$ cat config.mk
export PLATFORM = sky130hd
export DESIGN_NAME = sha256_top_flat
export DESIGN_NICKNAME = d
export VERILOG_FILES = /design/src/rtl/sha256_top_if.sv /design/src/rtl/sha256_top.sv /design/src/flat_wrapper.sv
export SDC_FILE = /design/constraint.sdc
export NUM_CORES = 2
export LEC_CHECK = 0
export CAP_MARGIN = 15
export CORE_UTILIZATION = 45
export CTS_BUF_LIST = sky130_fd_sc_hd__clkbuf_4
export DETAILED_ROUTE_END_ITERATION = 7
export MAX_ROUTING_LAYER = met4
export PLACE_DENSITY = 0.68
export SYNTH_ARGS = -nofsm -noshare
export SYNTH_HDL_FRONTEND = slang
export SYNTH_SLANG_ARGS = --single-unit
export TNS_END_PERCENT = 10
$ cat constraint.sdc
create_clock -name clk -period 10.3 [get_ports clk]
set_input_delay 2.06 -clock clk [delete_from_list [all_inputs] [get_ports clk]]
set_output_delay 2.06 -clock clk [all_outputs]
set_load 0.01 [all_outputs]
$ cat src/rtl/sha256_top_if.sv
// Request/response bundle for the SHA-256 compression core: block words, chaining value, digest, done.
interface sha256_top_if;
  logic         start_in;
  logic [31:0]  w0_sha256, w1_sha256, w2_sha256, w3_sha256;
  logic [31:0]  w4_sha256, w5_sha256, w6_sha256, w7_sha256;
  logic [31:0]  w8_sha256, w9_sha256, w10_sha256, w11_sha256;
  logic [31:0]  w12_sha256, w13_sha256, w14_sha256, w15_sha256;
  logic [31:0]  A_i, B_i, C_i, D_i, E_i, F_i, G_i, H_i;
  logic [255:0] sha256_result;
  logic         sha256_done;

  modport master (
    output start_in,
    output w0_sha256, w1_sha256, w2_sha256, w3_sha256, w4_sha256, w5_sha256, w6_sha256, w7_sha256,
    output w8_sha256, w9_sha256, w10_sha256, w11_sha256, w12_sha256, w13_sha256, w14_sha256, w15_sha256,
    output A_i, B_i, C_i, D_i, E_i, F_i, G_i, H_i,
    input  sha256_result, sha256_done
  );

  modport slave (
    input  start_in,
    input  w0_sha256, w1_sha256, w2_sha256, w3_sha256, w4_sha256, w5_sha256, w6_sha256, w7_sha256,
    input  w8_sha256, w9_sha256, w10_sha256, w11_sha256, w12_sha256, w13_sha256, w14_sha256, w15_sha256,
    input  A_i, B_i, C_i, D_i, E_i, F_i, G_i, H_i,
    output sha256_result, sha256_done
  );
endinterface

$ cat src/rtl/sha256_top.sv
// Single-block SHA-256 compression, one round per clock; done rises on the 66th posedge counting the start sample.
// Define SHA256_FIXED_IV_EN to load the FIPS IV instead of A_i..H_i.
module sha256_top (
  input logic         clk,
  input logic         reset,
  sha256_top_if.slave bus
);
  typedef enum logic [1:0] {IDLE, ROUND, FINAL, DONE} state_t;

  localparam logic [31:0] K [64] = '{
    32'h428a2f98, 32'h71374491, 32'hb5c0fbcf, 32'he9b5dba5, 32'h3956c25b, 32'h59f111f1, 32'h923f82a4, 32'hab1c5ed5,
    32'hd807aa98, 32'h12835b01, 32'h243185be, 32'h550c7dc3, 32'h72be5d74, 32'h80deb1fe, 32'h9bdc06a7, 32'hc19bf174,
    32'he49b69c1, 32'hefbe4786, 32'h0fc19dc6, 32'h240ca1cc, 32'h2de92c6f, 32'h4a7484aa, 32'h5cb0a9dc, 32'h76f988da,
    32'h983e5152, 32'ha831c66d, 32'hb00327c8, 32'hbf597fc7, 32'hc6e00bf3, 32'hd5a79147, 32'h06ca6351, 32'h14292967,
    32'h27b70a85, 32'h2e1b2138, 32'h4d2c6dfc, 32'h53380d13, 32'h650a7354, 32'h766a0abb, 32'h81c2c92e, 32'h92722c85,
    32'ha2bfe8a1, 32'ha81a664b, 32'hc24b8b70, 32'hc76c51a3, 32'hd192e819, 32'hd6990624, 32'hf40e3585, 32'h106aa070,
    32'h19a4c116, 32'h1e376c08, 32'h2748774c, 32'h34b0bcb5, 32'h391c0cb3, 32'h4ed8aa4a, 32'h5b9cca4f, 32'h682e6ff3,
    32'h748f82ee, 32'h78a5636f, 32'h84c87814, 32'h8cc70208, 32'h90befffa, 32'ha4506ceb, 32'hbef9a3f7, 32'hc67178f2
  };

  function automatic logic [31:0] rotr(input logic [31:0] x, input int unsigned n);
    return (x >> n) | (x << (32 - n));
  endfunction

  state_t       state_q, state_d;
  logic [5:0]   t_q, t_d;
  logic [31:0]  w_q [16], w_d [16];
  logic [31:0]  work_q [8], work_d [8];
  logic [31:0]  hreg_q [8], hreg_d [8];
  logic [255:0] result_q, result_d;
  logic         done_q, done_d;

  logic [31:0]  w_in [16];
  logic [31:0]  iv_in [8];
  logic [31:0]  t1, t2, w_new;

  always_comb begin
    w_in = '{bus.w0_sha256, bus.w1_sha256, bus.w2_sha256, bus.w3_sha256,
             bus.w4_sha256, bus.w5_sha256, bus.w6_sha256, bus.w7_sha256,
             bus.w8_sha256, bus.w9_sha256, bus.w10_sha256, bus.w11_sha256,
             bus.w12_sha256, bus.w13_sha256, bus.w14_sha256, bus.w15_sha256};
`ifdef SHA256_FIXED_IV_EN
    iv_in = '{32'h6a09e667, 32'hbb67ae85, 32'h3c6ef372, 32'ha54ff53a,
              32'h510e527f, 32'h9b05688c, 32'h1f83d9ab, 32'h5be0cd19};
`else
    iv_in = '{bus.A_i, bus.B_i, bus.C_i, bus.D_i, bus.E_i, bus.F_i, bus.G_i, bus.H_i};
`endif
  end

  always_comb begin
    state_d  = state_q;
    t_d      = t_q;
    w_d      = w_q;
    work_d   = work_q;
    hreg_d   = hreg_q;
    result_d = result_q;
    done_d   = done_q;

    t1 = work_q[7] + (rotr(work_q[4], 6) ^ rotr(work_q[4], 11) ^ rotr(work_q[4], 25))
       + ((work_q[4] & work_q[5]) ^ (~work_q[4] & work_q[6])) + K[t_q] + w_q[0];
    t2 = (rotr(work_q[0], 2) ^ rotr(work_q[0], 13) ^ rotr(work_q[0], 22))
       + ((work_q[0] & work_q[1]) ^ (work_q[0] & work_q[2]) ^ (work_q[1] & work_q[2]));
    // Appending W[t+16] every round keeps W[t] at the window head for all t.
    w_new = (rotr(w_q[14], 17) ^ rotr(w_q[14], 19) ^ (w_q[14] >> 10)) + w_q[9]
          + (rotr(w_q[1], 7) ^ rotr(w_q[1], 18) ^ (w_q[1] >> 3)) + w_q[0];

    case (state_q)
      IDLE: begin
        if (bus.start_in) begin
          w_d     = w_in;
          hreg_d  = iv_in;
          work_d  = iv_in;
          t_d     = 6'd0;
          state_d = ROUND;
        end
      end
      ROUND: begin
        work_d = '{t1 + t2, work_q[0], work_q[1], work_q[2],
                   work_q[3] + t1, work_q[4], work_q[5], work_q[6]};
        for (int i = 0; i < 15; i++) w_d[i] = w_q[i+1];
        w_d[15] = w_new;
        t_d     = t_q + 6'd1;
        if (t_q == 6'd63) state_d = FINAL;
      end
      FINAL: begin
        for (int i = 0; i < 8; i++) result_d[255-32*i -: 32] = hreg_q[i] + work_q[i];
        done_d  = 1'b1;
        state_d = DONE;
      end
      DONE: begin
        if (!bus.start_in) begin
          done_d  = 1'b0;
          state_d = IDLE;
        end
      end
      default: state_d = IDLE;
    endcase
  end

  always_ff @(posedge clk) begin
    if (!reset) begin
      state_q  <= IDLE;
      t_q      <= 6'd0;
      w_q      <= '{default: '0};
      work_q   <= '{default: '0};
      hreg_q   <= '{default: '0};
      result_q <= '0;
      done_q   <= 1'b0;
    end else begin
      state_q  <= state_d;
      t_q      <= t_d;
      w_q      <= w_d;
      work_q   <= work_d;
      hreg_q   <= hreg_d;
      result_q <= result_d;
      done_q   <= done_d;
    end
  end

  assign bus.sha256_result = result_q;
  assign bus.sha256_done   = done_q;
endmodule

$ cat src/flat_wrapper.sv
// flat-port wrapper written by rule: the top's interface ports become plain ports
module sha256_top_flat 
  (clk, reset, bus_start_in, bus_w0_sha256, bus_w1_sha256, bus_w2_sha256, bus_w3_sha256, bus_w4_sha256, bus_w5_sha256, bus_w6_sha256, bus_w7_sha256, bus_w8_sha256, bus_w9_sha256, bus_w10_sha256, bus_w11_sha256, bus_w12_sha256, bus_w13_sha256, bus_w14_sha256, bus_w15_sha256, bus_A_i, bus_B_i, bus_C_i, bus_D_i, bus_E_i, bus_F_i, bus_G_i, bus_H_i, bus_sha256_result, bus_sha256_done);
  sha256_top_if bus_i ();
  input logic clk;
  input logic reset;
  input wire logic [$bits(bus_i.start_in)-1:0] bus_start_in;
  input wire logic [$bits(bus_i.w0_sha256)-1:0] bus_w0_sha256;
  input wire logic [$bits(bus_i.w1_sha256)-1:0] bus_w1_sha256;
  input wire logic [$bits(bus_i.w2_sha256)-1:0] bus_w2_sha256;
  input wire logic [$bits(bus_i.w3_sha256)-1:0] bus_w3_sha256;
  input wire logic [$bits(bus_i.w4_sha256)-1:0] bus_w4_sha256;
  input wire logic [$bits(bus_i.w5_sha256)-1:0] bus_w5_sha256;
  input wire logic [$bits(bus_i.w6_sha256)-1:0] bus_w6_sha256;
  input wire logic [$bits(bus_i.w7_sha256)-1:0] bus_w7_sha256;
  input wire logic [$bits(bus_i.w8_sha256)-1:0] bus_w8_sha256;
  input wire logic [$bits(bus_i.w9_sha256)-1:0] bus_w9_sha256;
  input wire logic [$bits(bus_i.w10_sha256)-1:0] bus_w10_sha256;
  input wire logic [$bits(bus_i.w11_sha256)-1:0] bus_w11_sha256;
  input wire logic [$bits(bus_i.w12_sha256)-1:0] bus_w12_sha256;
  input wire logic [$bits(bus_i.w13_sha256)-1:0] bus_w13_sha256;
  input wire logic [$bits(bus_i.w14_sha256)-1:0] bus_w14_sha256;
  input wire logic [$bits(bus_i.w15_sha256)-1:0] bus_w15_sha256;
  input wire logic [$bits(bus_i.A_i)-1:0] bus_A_i;
  input wire logic [$bits(bus_i.B_i)-1:0] bus_B_i;
  input wire logic [$bits(bus_i.C_i)-1:0] bus_C_i;
  input wire logic [$bits(bus_i.D_i)-1:0] bus_D_i;
  input wire logic [$bits(bus_i.E_i)-1:0] bus_E_i;
  input wire logic [$bits(bus_i.F_i)-1:0] bus_F_i;
  input wire logic [$bits(bus_i.G_i)-1:0] bus_G_i;
  input wire logic [$bits(bus_i.H_i)-1:0] bus_H_i;
  output wire logic [$bits(bus_i.sha256_result)-1:0] bus_sha256_result;
  output wire logic [$bits(bus_i.sha256_done)-1:0] bus_sha256_done;
  assign bus_i.start_in = bus_start_in;
  assign bus_i.w0_sha256 = bus_w0_sha256;
  assign bus_i.w1_sha256 = bus_w1_sha256;
  assign bus_i.w2_sha256 = bus_w2_sha256;
  assign bus_i.w3_sha256 = bus_w3_sha256;
  assign bus_i.w4_sha256 = bus_w4_sha256;
  assign bus_i.w5_sha256 = bus_w5_sha256;
  assign bus_i.w6_sha256 = bus_w6_sha256;
  assign bus_i.w7_sha256 = bus_w7_sha256;
  assign bus_i.w8_sha256 = bus_w8_sha256;
  assign bus_i.w9_sha256 = bus_w9_sha256;
  assign bus_i.w10_sha256 = bus_w10_sha256;
  assign bus_i.w11_sha256 = bus_w11_sha256;
  assign bus_i.w12_sha256 = bus_w12_sha256;
  assign bus_i.w13_sha256 = bus_w13_sha256;
  assign bus_i.w14_sha256 = bus_w14_sha256;
  assign bus_i.w15_sha256 = bus_w15_sha256;
  assign bus_i.A_i = bus_A_i;
  assign bus_i.B_i = bus_B_i;
  assign bus_i.C_i = bus_C_i;
  assign bus_i.D_i = bus_D_i;
  assign bus_i.E_i = bus_E_i;
  assign bus_i.F_i = bus_F_i;
  assign bus_i.G_i = bus_G_i;
  assign bus_i.H_i = bus_H_i;
  assign bus_sha256_result = bus_i.sha256_result;
  assign bus_sha256_done = bus_i.sha256_done;
  sha256_top u_core (.clk(clk), .reset(reset), .bus(bus_i));
endmodule
==> results list <==
- Outcome: finished with violations
- The checks that failed: design-rule violations.
- For the finished layout, the period the worst path requires is 8.98 ns.
* Vias per Instance: 6.08
- The first global-routing pass estimated 484 mm of wire.
- In the final layout, the share of cells above drive strength 1 is 7.62%.
- Multiplexer cells account for 2.38% of the synthesized area.
- Largest family of logic cells by synthesized area: compound AO/OA/AOI/OAI gates
- Count of H-tree levels built during CTS: 5
- Actual transition at the worst max-transition pin: 1.35 ns
- Most frequent standard cell in the layout excluding fill and tap cells: sky130_fd_sc_hd__dfxtp_1
* Port bufs: roughly 1000
* Worst clock skew: 0.132 ns
- The wire-length estimate of the detail-placed layout is 261 mm.
* NumNets Final: 11300
- After detailed routing, the average wire length per cell comes to about 28 µm.
* Post-Syn Area per Cell: ~8.2 µm²
- Net count after synthesis: roughly 10000
* Largest buffer count on any clock path: 4
- Cell mode on critical path: sky130_fd_sc_hd__o21ai_0
- Clock-pin transition on the worst setup and hold timing paths: 0.06 ns
- Synth Warn #: 0
- Cell types with the largest area share after synthesis: sky130_fd_sc_hd__dfxtp_1, sky130_fd_sc_hd__ha_1, sky130_fd_sc_hd__o21ai_0
- After clock tree synthesis, the flow added hold-fix buffers numbering 0.
- Floorplan die width: between 400 and 500 µm
* Crit Path Class: flip-flop to flip-flop
* Highest-count cells in the layout ignoring fill and taps: sky130_fd_sc_hd__dfxtp_1, sky130_fd_sc_hd__nor2_1, sky130_fd_sc_hd__clkdlybuf4s50_1, sky130_fd_sc_hd__o21ai_0, sky130_fd_sc_hd__nand2_1
* Total Die Area: 165000 µm²
- The worst hold path belongs to the class flip-flop to flip-flop.
- P&R area growth vs syn: 22.4%
* Top delay family on crit path: compound AO/OA/AOI/OAI gates
* Leftover overflow at the end of global routing: 0
- Clock tree from TritonCTS: yes
- Number of enable-type register cells in the synthesized netlist: 0
* Number of synthesized register bits: 1289
- Share of the core filled with cells: a little under three fifths
- The via count of the first global-routing pass is between 70000 and 80000.
- The routed design has between 300 and 400 mm of wire.
- The worst setup path is captured at a flip-flop.
- The number of antenna violations at the first check in global routing is 62.
- Portion of synthesized cell area occupied by the leading cell type: between 30% and 40%
- Number of standard-cell rows in the floorplan: around 150
- Share of async-settable or async-resettable flops after synthesis: 0%
- In this run the post-CTS setup repair buffer count came out at 0.
* Final count of pins violating max slew: 0
* Number of DRC markers in iteration 0: 8782
* Library cells used by synthesis: 93
* Post-synthesis instance area: 73700 µm²
* Post-synthesis sequential area ratio: 35.0%
* Critical path buffers and inverters: 5
- Share of the clock period used by the worst path after layout: 87.2%
- Detailed Routing Iterations Pass 1: 8
* Simple-gate portion of the synthesized area: 13.4%
- Worst rel slew slack: approximately a tenth
- At the worst endpoint, the arrival time is 10.20 ns.
* Final hold violation count: 0
- The slowest stage of the critical path belongs to the cell sky130_fd_sc_hd__ha_1.
- CP peak stage delay: ~0.58 ns
* Placer Congestion: about 1.0
- Remaining antenna violation count: 0
- Measured along the y axis, the die boundary spans 407 µm.
- Final hold slack: 0.441 ns
- At the later pin of the worst-skew pair, clock insertion delay measures 1.47 ns.
- Setup repair after global routing left no endpoint under its margin.
* Sum of negative setup slack: 0 ns
* Total CTS buffers: 369
- Global routing consumed, over all layers together, 41.4% of the routing resources.
* Highest clock frequency the design can meet: roughly 110 MHz
* Number of DRC violations after detailed routing: 19
- Max-cap violations: 0
- Entering global routing, the biggest net connects about 280 pins.
- # resized after CTS: 0
- Summing over every cut layer, the via total after detailed routing is approximately 75000.
- Cell at the root of the clock tree: sky130_fd_sc_hd__clkbuf_4
* Startpoint kind of the worst setup timing path: flip-flop
- Synth Area in Adders: 12.4%
- Starting density of the core: a little under half
- Xor/xnor cell area share of the yosys netlist: 6.63%
* Ys flop type: sky130_fd_sc_hd__dfxtp_1
- Setup violations remaining at the end of the flow were counted as 0.
- The synthesized netlist devotes roughly a quarter of its cell area to compound gates.
* CP Max Fanout: 28
- Required time reported for the critical path endpoint: 11.52 ns
- Area leader, netlist: sky130_fd_sc_hd__dfxtp_1
* Number of standard cells after synthesis: 9023
* Number of top-level design ports: 1028
* Clock tree sinks: ~1300
- Core Footprint: approximately 160000 µm²
[area by class of cell]
type | instances | area [µm²]
Antenna cell | 50 | 125
Tap cell | 2175 | 2720
Clock inverter | 94 | 502
Clock buffer | 505 | 3790
Sequential cell | 1289 | 25800
Timing Repair Buffer | 1213 | 11800
Fill cell | 15400 | 72300
Multi-Input combinational cell | 6758 | 44300
Inverter | 308 | 1170
[flip-flops by register name, indices dropped and copies added, names as in the netlist]
signal	count
u_core.work_q	256
u_core.bus.sha256_result	256
u_core.w_q	512
u_core.hreg_q	256
u_core.bus.sha256_done	1
u_core.t_q	6
u_core.state_q	2
[synth_stat cells (all sizes together) (40+ instances only)]
cell type and n:
o31ai 40, buf 61, nor2 1151, ha 397
o22ai 676, a21o 163, o21ai 913, nand2 788
nand3 72, o211ai 47, inv 307, a211oi 120
xor2 148, xnor2 407, a31oi 54, nand2b 51
mux2i 164, clkbuf 607, nor3 88, a222oi 70
dfxtp 1289, fa 195, a21oi 643, o21a 75
nor2b 53
[logic make-up after synthesis]
logic type                 after synthesis
AOI/OAI and AO/OA                     3039
muxes                                  172
adders and majority gates              616
buffers and inverters                  976
xor gates and xnor gates               556
DFF                                   1289
and+or+nand+nor                       2375
[per-layer routing]
metal / up-vias / GRT usage, % / wire [µm]
met5: - / - / 0
met4: 0 / 27.0 / 24400
met3: 865 / 9.25 / 34500
met2: 4238 / 62.1 / 154000
met1: 36100 / 49.9 / 133000
li1: 34100 / - / -
[path summary, 6_finish.rpt]
path,startpoint,to,slack (ns),cells past startpoint
min,u_core.w_q[388]$_SDFFE_PN0P_,u_core.w_q[420]$_SDFFE_PN0P_,0.44,2
max reg2reg,u_core.t_q[0]$_SDFFE_PN0P_,u_core.work_q[252]$_SDFFE_PN0P_,1.32,35
max,u_core.t_q[0]$_SDFFE_PN0P_,u_core.work_q[252]$_SDFFE_PN0P_,1.32,35
min reg2reg,u_core.w_q[388]$_SDFFE_PN0P_,u_core.w_q[420]$_SDFFE_PN0P_,0.44,2
[metrics by stage]
step	setup WS, ns	instance area [µm²]	std cells
5_1_grt	0.703	90200	12400
2_1_floorplan	1.98	73700	9023
3_3_place_gp	1.63	85800	11700
4_1_cts	1.42	90100	12300
6_report	1.32	90200	12400
3_5_place_dp	1.49	85800	11700
[worst reg2reg max path, delay by kind of cell (launching register included)]
| kind | cells | cell delay, ns |
|---|---|---|
| adder cells (fa/ha/maj) | 7 | 3.10 |
| AO/OA/AOI/OAI | 15 | 3.23 |
| flip-flops | 1 | 0.32 |
| XOR/XNOR | 1 | 0.09 |
| buffers and inverters | 5 | 0.92 |
| AND/OR/NAND/NOR | 7 | 1.16 |
Power is not shown: default switching activity piles up to over one toggle a cycle in this logic, so the estimate is an artifact.
